[src/rtl/gray_rx_if.sv]
// Gray-code receiver bus: encoder input and err_clr in, decoded position and status out.
interface gray_rx_if #(
  parameter int BITS = 8
);
  logic [BITS-1:0]    gray_in;
  logic               err_clr;
  logic [BITS-1:0]    bin_out;
  logic               step;
  logic               dir_up;
  logic signed [15:0] pos;
  logic               locked;
  logic               err;

  modport master (
    output gray_in, err_clr,
    input  bin_out, step, dir_up, pos, locked, err
  );

  modport slave (
    input  gray_in, err_clr,
    output bin_out, step, dir_up, pos, locked, err
  );
endinterface

[src/rtl/gray_rx.sv]
// Gray-code position receiver: synchronise, optionally debounce, decode and track steps.
// Define GRAY_RX_DEBOUNCE_EN to require 2^LOG2STABLE stable cycles before a code is accepted.
module gray_rx #(
  parameter int BITS       = 8,
  parameter int LOG2STABLE = 4
) (
  input logic     clk,
  input logic     rst,
  gray_rx_if.slave bus
);

  typedef enum logic {INIT, TRACK} state_t;

  state_t             state, nxt_state;
  logic [BITS-1:0]    sync_p0, sync_p1;
  logic               acc_vld;
  logic [BITS-1:0]    acc_code;
  logic [BITS-1:0]    gray_q, bin_q;
  logic [BITS-1:0]    new_bin, diff;
  logic               one_bit, up;
  logic               step_q, dir_q, err_q;
  logic signed [15:0] pos_q;
  logic               do_load, do_step, do_err;

  function automatic logic [BITS-1:0] gray2bin(input logic [BITS-1:0] g);
    logic [BITS-1:0] b;
    b[BITS-1] = g[BITS-1];
    for (int i = BITS - 2; i >= 0; i--) begin
      b[i] = b[i+1] ^ g[i];
    end
    return b;
  endfunction

  function automatic logic signed [15:0] pos_next(input logic signed [15:0] p,
                                                  input logic              inc);
    return inc ? p + 16'sd1 : p - 16'sd1;
  endfunction

  // Stage p0/p1: two-flop synchroniser for the asynchronous encoder pins
  always_ff @(posedge clk) begin
    if (rst) begin
      sync_p0 <= '0;
      sync_p1 <= '0;
    end else begin
      sync_p0 <= bus.gray_in;
      sync_p1 <= sync_p0;
    end
  end

`ifdef GRAY_RX_DEBOUNCE_EN
  localparam int              CNT_W  = LOG2STABLE + 2;
  localparam logic [CNT_W-1:0] STABLE = CNT_W'(2 ** LOG2STABLE);

  logic [BITS-1:0]  deb_code;
  logic [CNT_W-1:0] deb_cnt;

  // Counter parks at STABLE+1 so each stable value is offered exactly once
  always_ff @(posedge clk) begin
    if (rst) begin
      deb_code <= '0;
      deb_cnt  <= '0;
    end else if (sync_p1 != deb_code) begin
      deb_code <= sync_p1;
      deb_cnt  <= CNT_W'(1);
    end else if (deb_cnt <= STABLE) begin
      deb_cnt  <= deb_cnt + CNT_W'(1);
    end
  end

  assign acc_vld  = (deb_cnt == STABLE);
  assign acc_code = deb_code;
`else
  assign acc_vld  = 1'b1;
  assign acc_code = sync_p1;

  // LOG2STABLE only shapes the debounce stage, which this build omits.
  if (LOG2STABLE < 0) begin : g_log2stable_unused
  end
`endif

  assign diff    = acc_code ^ gray_q;
  assign new_bin = gray2bin(acc_code);
  assign one_bit = (diff != '0) && ((diff & (diff - BITS'(1))) == '0);
  assign up      = (new_bin == bin_q + BITS'(1));

  always_ff @(posedge clk) begin
    if (rst) state <= INIT;
    else     state <= nxt_state;
  end

  always_comb begin
    nxt_state = state;
    if (state == INIT && acc_vld) nxt_state = TRACK;
  end

  always_comb begin
    do_load = 1'b0;
    do_step = 1'b0;
    do_err  = 1'b0;
    case (state)
      INIT: do_load = acc_vld;
      TRACK: begin
        if (acc_vld && diff != '0) begin
          do_load = 1'b1;
          do_step = one_bit;
          do_err  = !one_bit;
        end
      end
      default: ;
    endcase
  end

  // Stage p2: accepted code registered and decoded onto the outputs
  always_ff @(posedge clk) begin
    if (rst) begin
      gray_q <= '0;
      bin_q  <= '0;
      step_q <= 1'b0;
      dir_q  <= 1'b1;
      pos_q  <= '0;
      err_q  <= 1'b0;
    end else begin
      step_q <= do_step;
      if (do_load) begin
        gray_q <= acc_code;
        bin_q  <= new_bin;
      end
      if (do_step) begin
        dir_q <= up;
        pos_q <= pos_next(pos_q, up);
      end
      if (do_err)           err_q <= 1'b1;
      else if (bus.err_clr) err_q <= 1'b0;
    end
  end

  assign bus.bin_out = bin_q;
  assign bus.step    = step_q;
  assign bus.dir_up  = dir_q;
  assign bus.pos     = pos_q;
  assign bus.locked  = (state == TRACK);
  assign bus.err     = err_q;

endmodule

[src/flat_wrapper.sv]
// flat-port wrapper written by rule: the top's interface ports become plain ports
module gray_rx_flat 
#(
  parameter int BITS       = 8,
  parameter int LOG2STABLE = 4
)
  (clk, rst, bus_gray_in, bus_err_clr, bus_bin_out, bus_step, bus_dir_up, bus_pos, bus_locked, bus_err);
  gray_rx_if #(.BITS(BITS)) bus_i ();
  input logic clk;
  input logic rst;
  input wire logic [$bits(bus_i.gray_in)-1:0] bus_gray_in;
  input wire logic [$bits(bus_i.err_clr)-1:0] bus_err_clr;
  output wire logic [$bits(bus_i.bin_out)-1:0] bus_bin_out;
  output wire logic [$bits(bus_i.step)-1:0] bus_step;
  output wire logic [$bits(bus_i.dir_up)-1:0] bus_dir_up;
  output wire logic [$bits(bus_i.pos)-1:0] bus_pos;
  output wire logic [$bits(bus_i.locked)-1:0] bus_locked;
  output wire logic [$bits(bus_i.err)-1:0] bus_err;
  assign bus_i.gray_in = bus_gray_in;
  assign bus_i.err_clr = bus_err_clr;
  assign bus_bin_out = bus_i.bin_out;
  assign bus_step = bus_i.step;
  assign bus_dir_up = bus_i.dir_up;
  assign bus_pos = bus_i.pos;
  assign bus_locked = bus_i.locked;
  assign bus_err = bus_i.err;
  gray_rx #(.BITS(BITS), .LOG2STABLE(LOG2STABLE)) u_core (.clk(clk), .rst(rst), .bus(bus_i));
endmodule
[config.mk]
export PLATFORM = sky130hd
export DESIGN_NAME = gray_rx_flat
export DESIGN_NICKNAME = d
export VERILOG_FILES = /design/src/rtl/gray_rx_if.sv /design/src/rtl/gray_rx.sv /design/src/flat_wrapper.sv
export SDC_FILE = /design/constraint.sdc
export NUM_CORES = 1
export LEC_CHECK = 0
export CORE_MARGIN = 2
export CORE_UTILIZATION = 55
export DETAILED_ROUTE_END_ITERATION = 8
export PLACE_DENSITY = 0.76
export SLEW_MARGIN = 20
export SYNTH_ARGS = -nofsm -noshare
export SYNTH_HDL_FRONTEND = slang
export SYNTH_SLANG_ARGS = --single-unit
export TNS_END_PERCENT = 20
[constraint.sdc]
create_clock -name clk -period 8.29 [get_ports clk]
set_input_delay 2.487 -clock clk [delete_from_list [all_inputs] [get_ports clk]]
set_output_delay 2.487 -clock clk [all_outputs]
set_load 0.1 [all_outputs]
==> qor.csv, run 1 <==
stage,metric,value,unit
status,status,"complete, no violations",
finish,nets,367,
floorplanning,coreArea,4817,um^2
worst_setup_path,r2r-end,u_core.bus.pos[15],
detailed_routing,drc,0,
job,maxCapViolCount,0,
synth,synth-compound-area-share,0.1596,
worst_setup_path,worstSetupEndpoint,u_core.bus.pos[15],
detailed_routing,viasPerCell,5.434,
timing,period_needed,4.451,ns
finish,final_common_cell,dfxtp_1,
power_and_ir_drop,p_per_area,323.3,nW/um^2
timing,hold_viol,0,
finish,n_fill_cell,423,
clock_tree,root_buffer,clkbuf_8,
timing,fmax,0.2247,GHz
floorplanning,die_area,5675,um^2
grt,grt_use_total,0.2189,
clock_tree,postCtsSetupBuffers,0,
detailed_routing,wirelength,5662,um
timing,worst_hold_slack,0.4417,ns
synth,synth_top_family_by_area,simple AND/OR/NAND/NOR gates,
grt,grt-busiest-layer,met2,
finish,final_layout_size_suffix_gt1_frac,0.05279,
detailed_routing,final_antenna_net_count,0,
worst_setup_path,cp-end-kind,register,
synth,syn_area,2799,um^2
worst_setup_path,required,8.54,ns
timing,maxSlewHeadroom,0.3440,
timing,finalCritPeriodShare,0.5369,
floorplanning,ios,39,
grt,met3_usage,0.03704,
power_and_ir_drop,leakagePower,1.316,nW
place,hpwlAfterDp,4046,um
clock_tree,clock_latency,0.31,ns
synth,netlist_instances,305,
synth,synthXorXnorAreaFrac,0.1457,
clock_tree,cts_resized,0,
worst_setup_path,cp.arrival,4.70,ns
clock_tree,cts_tree,done,
timing,worst_slew_pin_slew,0.9809,ns
worst_setup_path,critPathKind,register to register,
power_and_ir_drop,peakVddDrop,0.0001839,V
finish,mostFrequentLayoutCells,"dfxtp_1 (51), clkdlybuf4s50_1 (38), nor2_1 (30)",
worst_hold_path,hold_path_class,register to register,
floorplanning,initial_utilization,0.5810,
detailed_routing,wl_per_cell,13.88,um
finish,n_antenna_cell,0,
synth,ys.flop_type,dfxtp_1,
synth,synth_simple_gate_area_share,0.1976,
grt,gr-usage-met1,0.3081,
detailed_routing,drt_pass1_iterations,4,
detailed_routing,num_vias,2217,
worst_setup_path,crit-reg2reg-launch,u_core.acc_code[5],
synth,synth_fp_nets,332,
floorplanning,die_h,75.34,um
timing,rsz0062_at_grt,false,
synth,ys_async_sr_fraction,0,
synth,ys_ff_latch,51,
synth,synthDistinctLibCells,51,
grt,antenna_found_initial,0,
grt,grt_max_degree,48,
synth,ys.warnings.count,0,
synth,synth_edf_count,0,
grt,grt_pass1_vias,2054,
timing,skew,0.009593,ns
clock_tree,cts_sinks,51,
clock_tree,htreeDepth,2,
detailed_routing,drt_iter0_drc,133,
worst_setup_path,r2r_cells,15,
timing,drv_slew,0,
finish,syn_to_final_growth,18.46,%
clock_tree,cts_buffer_depth,2,
grt,grt_overflow_total,0,
timing,setup_violations,0,
synth,syn_area_per_cell,9.177,um^2
worst_setup_path,r2r_slack,3.84,ns
worst_setup_path,worstPathMaxFanout,14,
grt,grt_pass1_wl,9446,um
clock_tree,numCtsBuffers,5,
floorplanning,rows,25,
place,place_congestion,0.8293,
grt,grt_use_met2,0.3449,
place,portBuffers,38,
clock_tree,cts.clk_slew.worst_paths,0.10,ns
synth,synth-seq-area-share,0.3648,
worst_setup_path,cp-start-kind,register,
timing,fin_tns_setup,0,ns
synth,synth_mux_area_frac,0.02503,
worst_setup_path,critPathLaunch,u_core.acc_code[5],
clock_tree,hold_buffers,0,
floorplanning,die_w,75.34,um
synth,synthAdderAreaFrac,0.07778,
[final cells by class]
class,count,area [um^2],area share
clock inverter,2,16.27,0.004906
tap,67,83.83,0.02528
clock buffer,6,72.57,0.02189
sequential,51,1021,0.3079
multi-input combinational,235,1700,0.5128
inverter,7,26.28,0.007925
timing repair buffer,40,395.4,0.1192
[synthesized netlist by cell type (2+ instances only)]
cell        n  share of area
a2111oi_0   2         0.0063
a211oi_1    8          0.021
a21o_1      5          0.013
a21oi_1    18          0.032
a31oi_1     3         0.0067
and3_1      2         0.0045
buf_2       3         0.0054
buf_4       2         0.0054
clkbuf_1    7         0.0094
dfxtp_1    51           0.36
ha_1       15          0.067
inv_1       7         0.0094
mux2i_1     7          0.025
nand2_1    14          0.019
nand3_1     6          0.011
nor2_1     30          0.040
nor2b_1    25          0.056
nor3_1      8          0.014
nor3b_1     2         0.0054
o211ai_1    4          0.011
o21a_1      6          0.016
o21ai_0    12          0.021
o21ai_1     4         0.0072
o21bai_1    2         0.0054
or3_1       4         0.0089
xnor2_1    19          0.059
xor2_1     14          0.044
xor3_1      2          0.017
[flip-flops by register name, summed over array words and instances, names as in the netlist]
register,cells
u_core.bus.bin_out,8
u_core.bus.dir_up,1
u_core.acc_code,8
u_core.sync_p0,8
u_core.bus.pos,16
u_core.bus.step,1
u_core.bus.locked,1
u_core.bus.err,1
u_core.gray_q,7
[critical path: stages, from the launching register on]
cell and delay (ns):
dfxtp_1 0.37, xor3_2 0.56, xnor3_2 0.45, xnor3_1 0.25
nand3_2 0.09, nor4_4 0.26, inv_1 0.33, ha_1 0.40
a211oi_1 0.26, o21bai_1 0.13, o21ai_0 0.35, o21a_1 0.19
o21ai_0 0.11, xor2_1 0.17, or3_1 0.33, a21oi_2 0.14
[report_power, final]
part / switching (mW) / internal [mW] / total (mW)
registers: 0.0283 / 0.274 / 0.303
logic: 0.399 / 0.225 / 0.624
clock network: 0.0847 / 0.0608 / 0.146
total: 0.512 / 0.560 / 1.07
[cells by family (layout without fill, tap and decap cells)]
logic type / after synthesis / count (layout)
and+or+nand+nor: 103 / 103
AOI/OAI and AO/OA: 70 / 70
xor gates and xnor gates: 38 / 38
buffers and inverters: 19 / 55
DFF: 51 / 51
muxes: 7 / 7
adders and majority gates: 17 / 17
[routing by layer]
| metal | wire (um) | up-vias |
|---|---|---|
| met2 | 2538 | 63 |
| met1 | 2801 | 1008 |
| met4 | 74 | 0 |
| met5 | 0 | - |
| li1 | - | 1136 |
| met3 | 247 | 10 |
[worst min-delay path by stage]
stage	start	endpoint	slack, ns	depth (start not counted)
CTS	u_core.sync_p0[4]	u_core.acc_code[4]	0.44	1
detailed placement	u_core.sync_p0[4]	u_core.acc_code[4]	0.42	1
floorplan	u_core.sync_p0[0]	u_core.acc_code[0]	0.41	1
global placement	u_core.sync_p0[3]	u_core.acc_code[3]	0.42	1
finish	u_core.sync_p0[4]	u_core.acc_code[4]	0.44	1
global route	u_core.sync_p0[2]	u_core.acc_code[2]	0.46	1
[metrics by stage]
stage,utilization,worst slack [ns],instance area [um^2],power [mW],std cells
floorplan,-,3.820,2799,0.8055,305
global placement,0.6699,4.003,3227,0.9123,400
detailed placement,0.6699,3.869,3227,0.9223,400
CTS,0.6883,3.820,3316,1.074,408
global route,0.6883,3.522,3316,1.142,408
finish,0.6883,3.839,3316,1.072,408
(Power assumes the default switching activity.)
==> run 2, diff against run 1 <==
clock period = 4.25 ns   (was 8.29 ns; I/O delays follow)
==> run 2 against run 1 <==
Total power rose by 95%. Routed wire length grew 0.28%. Maximum frequency grew 11%. Highest routed layer unchanged. Register-to-register slack worse by 3.6 ns. Critical path depth unchanged.
==> qor.csv, run 2 (synthesis gave the netlist of run 1 again) <==
stage,metric,value,unit
status,status,"complete, no violations",
worst_setup_path,crit-reg2reg-launch,u_core.acc_code[3],
timing,maxSlewHeadroom,0.3401,
timing,worst_slew_pin_slew,0.9868,ns
worst_setup_path,critPathKind,register to register,
clock_tree,hold_buffers,0,
clock_tree,htreeDepth,2,
detailed_routing,wl_per_cell,13.75,um
floorplanning,die_h,75.34,um
power_and_ir_drop,p_sw,0.9893,mW
detailed_routing,drc,0,
worst_setup_path,cp-start-kind,register,
power_and_ir_drop,swShare,0.4724,
finish,design_area,3374,um^2
worst_setup_path,r2r_cells,15,
detailed_routing,viasPerCell,5.525,
worst_hold_path,hold_path_class,register to register,
timing,hold_viol,0,
worst_setup_path,critPathLaunch,u_core.acc_code[3],
finish,final_common_cell,dfxtp_1,
detailed_routing,met1_length,2859,um
timing,skew,0.007498,ns
detailed_routing,wl_met3,254,um
grt,grt_pass1_vias,1991,
detailed_routing,final_antenna_net_count,0,
place,hpwlAfterDp,4174,um
worst_setup_path,worstPathMaxFanout,10,
clock_tree,numCtsBuffers,5,
power_and_ir_drop,peakVddDrop,0.0003825,V
grt,grt_overflow_total,0,
finish,mostFrequentLayoutCells,"dfxtp_1 (45), clkdlybuf4s50_1 (38), nor2_1 (30)",
finish,n_antenna_cell,0,
detailed_routing,wl_met2,2469,um
detailed_routing,wirelength,5678,um
clock_tree,cts_tree,done,
grt,grt_max_degree,47,
power_and_ir_drop,leakagePower,1.347,nW
timing,finalCritPeriodShare,0.9441,
floorplanning,rows,25,
floorplanning,die_w,75.34,um
floorplanning,coreArea,4817,um^2
grt,antenna_found_initial,0,
finish,final_layout_size_suffix_gt1_frac,0.09538,
power_and_ir_drop,p_per_area,620.7,nW/um^2
worst_setup_path,cp-end-kind,register,
floorplanning,initial_utilization,0.5810,
grt,grt_pass1_wl,9073,um
worst_setup_path,required,4.49,ns
power_and_ir_drop,comb_power_share,0.583,
worst_setup_path,r2r_slack,0.24,ns
clock_tree,cts_buffer_depth,2,
finish,syn_to_final_growth,20.56,%
floorplanning,ios,39,
grt,grt_use_total,0.2083,
timing,setup_violations,0,
job,maxCapViolCount,0,
worst_setup_path,cp.arrival,4.25,ns
power_and_ir_drop,pwr-share-clk,0.135,
place,portBuffers,38,
floorplanning,die_area,5675,um^2
worst_setup_path,r2r-end,u_core.bus.pos[15],
clock_tree,cts.clk_slew.worst_paths,0.09,ns
place,dpl_cell_area,3263,um^2
place,place_congestion,0.8862,
timing,period_needed,4.012,ns
clock_tree,clock_latency,0.30,ns
timing,fin_tns_setup,0,ns
detailed_routing,drt_pass1_iterations,4,
power_and_ir_drop,power.internal,1.105,mW
finish,largest_reg_flops,16,
clock_tree,cts_sinks,51,
worst_setup_path,worstSetupEndpoint,u_core.bus.pos[15],
timing,rsz0062_at_grt,false,
power_and_ir_drop,p_seq_frac,0.282,
detailed_routing,highest_layer,met4,
timing,drv_slew,0,
clock_tree,root_buffer,clkbuf_8,
timing,fmax,0.2492,GHz
finish,nets,372,
detailed_routing,drt_iter0_drc,134,
detailed_routing,num_vias,2282,
-- run 2: worst max-delay path: stages, from the launching register on --
cell	delay, ns
dfxtp_1	0.47
xor3_2	0.42
xnor3_2	0.44
xnor3_1	0.25
nand3_2	0.08
nor4_4	0.19
inv_2	0.10
buf_4	0.19
ha_2	0.41
nand4_1	0.09
or2_2	0.31
o21a_1	0.21
o21ai_0	0.21
xor2_1	0.11
or3_1	0.33
a21oi_2	0.14
-- run 2: layout make-up --
class                           count  area (um^2)
Multi-Input combinational cell    235         1713
Fill cell                         418         1443
Sequential cell                    51         1028
Timing Repair Buffer               45        432.9
Tap cell                           67        83.83
Clock buffer                        6        72.57
Inverter                            7        26.28
Clock inverter                      2        17.52
-- run 2: worst min-delay path by stage --
stage	start	end	slack (ns)	depth (start not counted)
6_report	u_core.sync_p0[7]	u_core.acc_code[7]	0.44	1
5_1_grt	u_core.sync_p0[0]	u_core.acc_code[0]	0.46	1
3_5_place_dp	u_core.sync_p0[7]	u_core.acc_code[7]	0.42	1
2_1_floorplan	u_core.sync_p0[0]	u_core.acc_code[0]	0.41	1
3_3_place_gp	u_core.sync_p0[7]	u_core.acc_code[7]	0.42	1
4_1_cts	u_core.sync_p0[7]	u_core.acc_code[7]	0.45	1
-- run 2: timing repair --
item	in CTS	in global routing
endpoints found under the hold margin	0	0
setup buffers	0	1
gates resized for setup	0	8
setup endpoints to repair	0	5
-- run 2: power groups by stage --
| stage | sequential [mW] | combinational (mW) | clock (mW) |
|---|---|---|---|
| after CTS | 0.592 | 1.21 | 0.291 |
| after global placement | 0.601 | 1.19 | 0 |
| after detailed placement | 0.603 | 1.20 | 0 |
| after global routing | 0.599 | 1.32 | 0.307 |
| final | 0.592 | 1.22 | 0.282 |
| after floorplan | 0.932 | 0.642 | 0 |
-- run 2: metrics by stage --
stage / util / cells / setup WS [ns] / hold WS [ns] / power [mW]
floorplan: - / 305 / 0.1727 / 0.4138 / 1.573
global placement: 0.6774 / 404 / 0.2568 / 0.4155 / 1.795
detailed placement: 0.6774 / 404 / 0.1419 / 0.4248 / 1.807
CTS: 0.6961 / 412 / 0.09810 / 0.4484 / 2.092
global route: 0.7005 / 413 / 0.03828 / 0.4619 / 2.225
finish: 0.7005 / 413 / 0.2376 / 0.4426 / 2.094
-- run 2: layer usage --
metal  up-vias  track usage
met5         -            0
met1      1064       0.3026
met4         0      0.06433
met3         9      0.03968
met2        51       0.3150
li1       1158            -
==> run 3, diff against run 2 <==
HOLD_SLACK_MARGIN = 0.12   (was default)
SLEW_MARGIN = default   (was 20)
==> results of run 3 <==
No change in the layout: final DEF, timing and power equal those of run 2.
==> edit (config.mk and constraints of run 2) <==
The option `GRAY_RX_DEBOUNCE_EN` is turned on by a define.
--- a/src/rtl/gray_rx.sv
+++ b/src/rtl/gray_rx.sv
@@ -1,5 +1,7 @@
 // Gray-code position receiver: synchronise, optionally debounce, decode and track steps.
 // Define GRAY_RX_DEBOUNCE_EN to require 2^LOG2STABLE stable cycles before a code is accepted.
+`define GRAY_RX_DEBOUNCE_EN
+
 module gray_rx #(
   parameter int BITS       = 8,
   parameter int LOG2STABLE = 4
Formal check against the unedited RTL: not equivalent (a bounded check fails within 4 cycles, from zero or initial values and one cycle with rst high).
==> edit against run 2 <==
Synthesized cell count grew 30%; wire length grew 29%; design area is 25% higher; worst setup slack lost 0.16 ns; via count is 24% higher; maximum frequency fell by 3.8%; sequential cell count grew 14; sequential share of layout area grew 0.65 points; area after synthesis up 24%.
Power is not compared: it rests on default switching activity, and its combinational part moved more than twofold at a synthesized area within 25%.
==> edit: results <==
set metrics [dict create \
    status "finished, final reports clean" \
    fillCellCount 505 \
    grt_use_total_pct 21.70 \
    synthDistinctLibCells 54 \
    drtIter0Drc 122 \
    finClkSkew_ns 0.01234 \
    holdPathEnd "u_core.sync_p1[5]$_SDFF_PP0_" \
    fin_hold_ws_ns 0.4395 \
    instances_no_fill 515 \
    synth_mux_area_share_pct 4.074 \
    crit_path_max_fanout 5 \
    ys_top_cells_by_area "dfxtp_1 37%, ha_1 6.1%, xnor2_1 5.8%, nor2b_1 5.6%, xor2_1 4.8%" \
    synth_compound_area_share_pct 13.77 \
    met2_length_microns 3556 \
    grt_pass1_wl_microns 12520 \
    drive_gt1_share_pct 12.05 \
    htreeDepth 3 \
    gp_congestion 0.9080 \
    grt_pass1_vias 2779 \
    synth_seq_area_share_pct 37.49 \
    dp_slack_ns -0.1118 \
    dp_cells 499 \
    yosys_warnings 0 \
    met3_length_microns 243 \
    cp_slowest_cell "or4_4" \
    fin_util_pct 70.18 \
    netlist_top_cells_count "65 x dfxtp_1, 38 x nor2_1, 34 x nand2_1" \
    r2r-end "u_core.bus.pos[14]$_SDFFE_PP0P_" \
    viasPerCell 5.478 \
    tightestPinTransition_ns 0.9834 \
    wl_per_cell_microns 14.17 \
    grt_max_degree 48 \
    synthesis.nets 424 \
    setup_ws_ns 0.08079 \
    dp_hpwl_microns 5050 \
    dpl_cell_area_sq_mm 0.003969 \
    synthAdderAreaFrac_pct 6.994 \
    hp-start "u_core.sync_p0[5]$_SDFF_PP0_" \
]
[edit: cell count changes after synthesis, sizes merged, moves of 7 or more]
cell    before  now
nor2        30   38
dfxtp       51   65
nand3b       0    7
clkbuf       7   20
nand2       14   34
[edit: cell type report]
| class | count | area share (%) |
|---|---|---|
| flip-flops and latches | 65 | 31.12 |
| inverters | 11 | 0.9763 |
| multi-input cells | 296 | 49.44 |
| clock inverters | 6 | 1.538 |
| well taps | 75 | 2.219 |
| clock buffers | 10 | 3.254 |
| repair buffers | 52 | 11.45 |
[edit: power by group through the flow]
stage	logic (uW)	clock network, uW	registers, uW
global route	105	577	626
CTS	92.2	549	624
floorplan	67.6	0	636
detailed placement	90.1	0	639
finish	94.6	540	624
global placement	87.2	0	638
[edit: layer usage]
metal	global-route usage [%]	vias to the layer above
met5	0	-
met4	9.971	0
met3	4.274	14
met2	36.36	53
met1	26.95	1319
li1	-	1435
[edit: timing repair]
action	CTS	global route
resized for setup	3	10
pin swaps	0	2
setup endpoints to repair	3	6
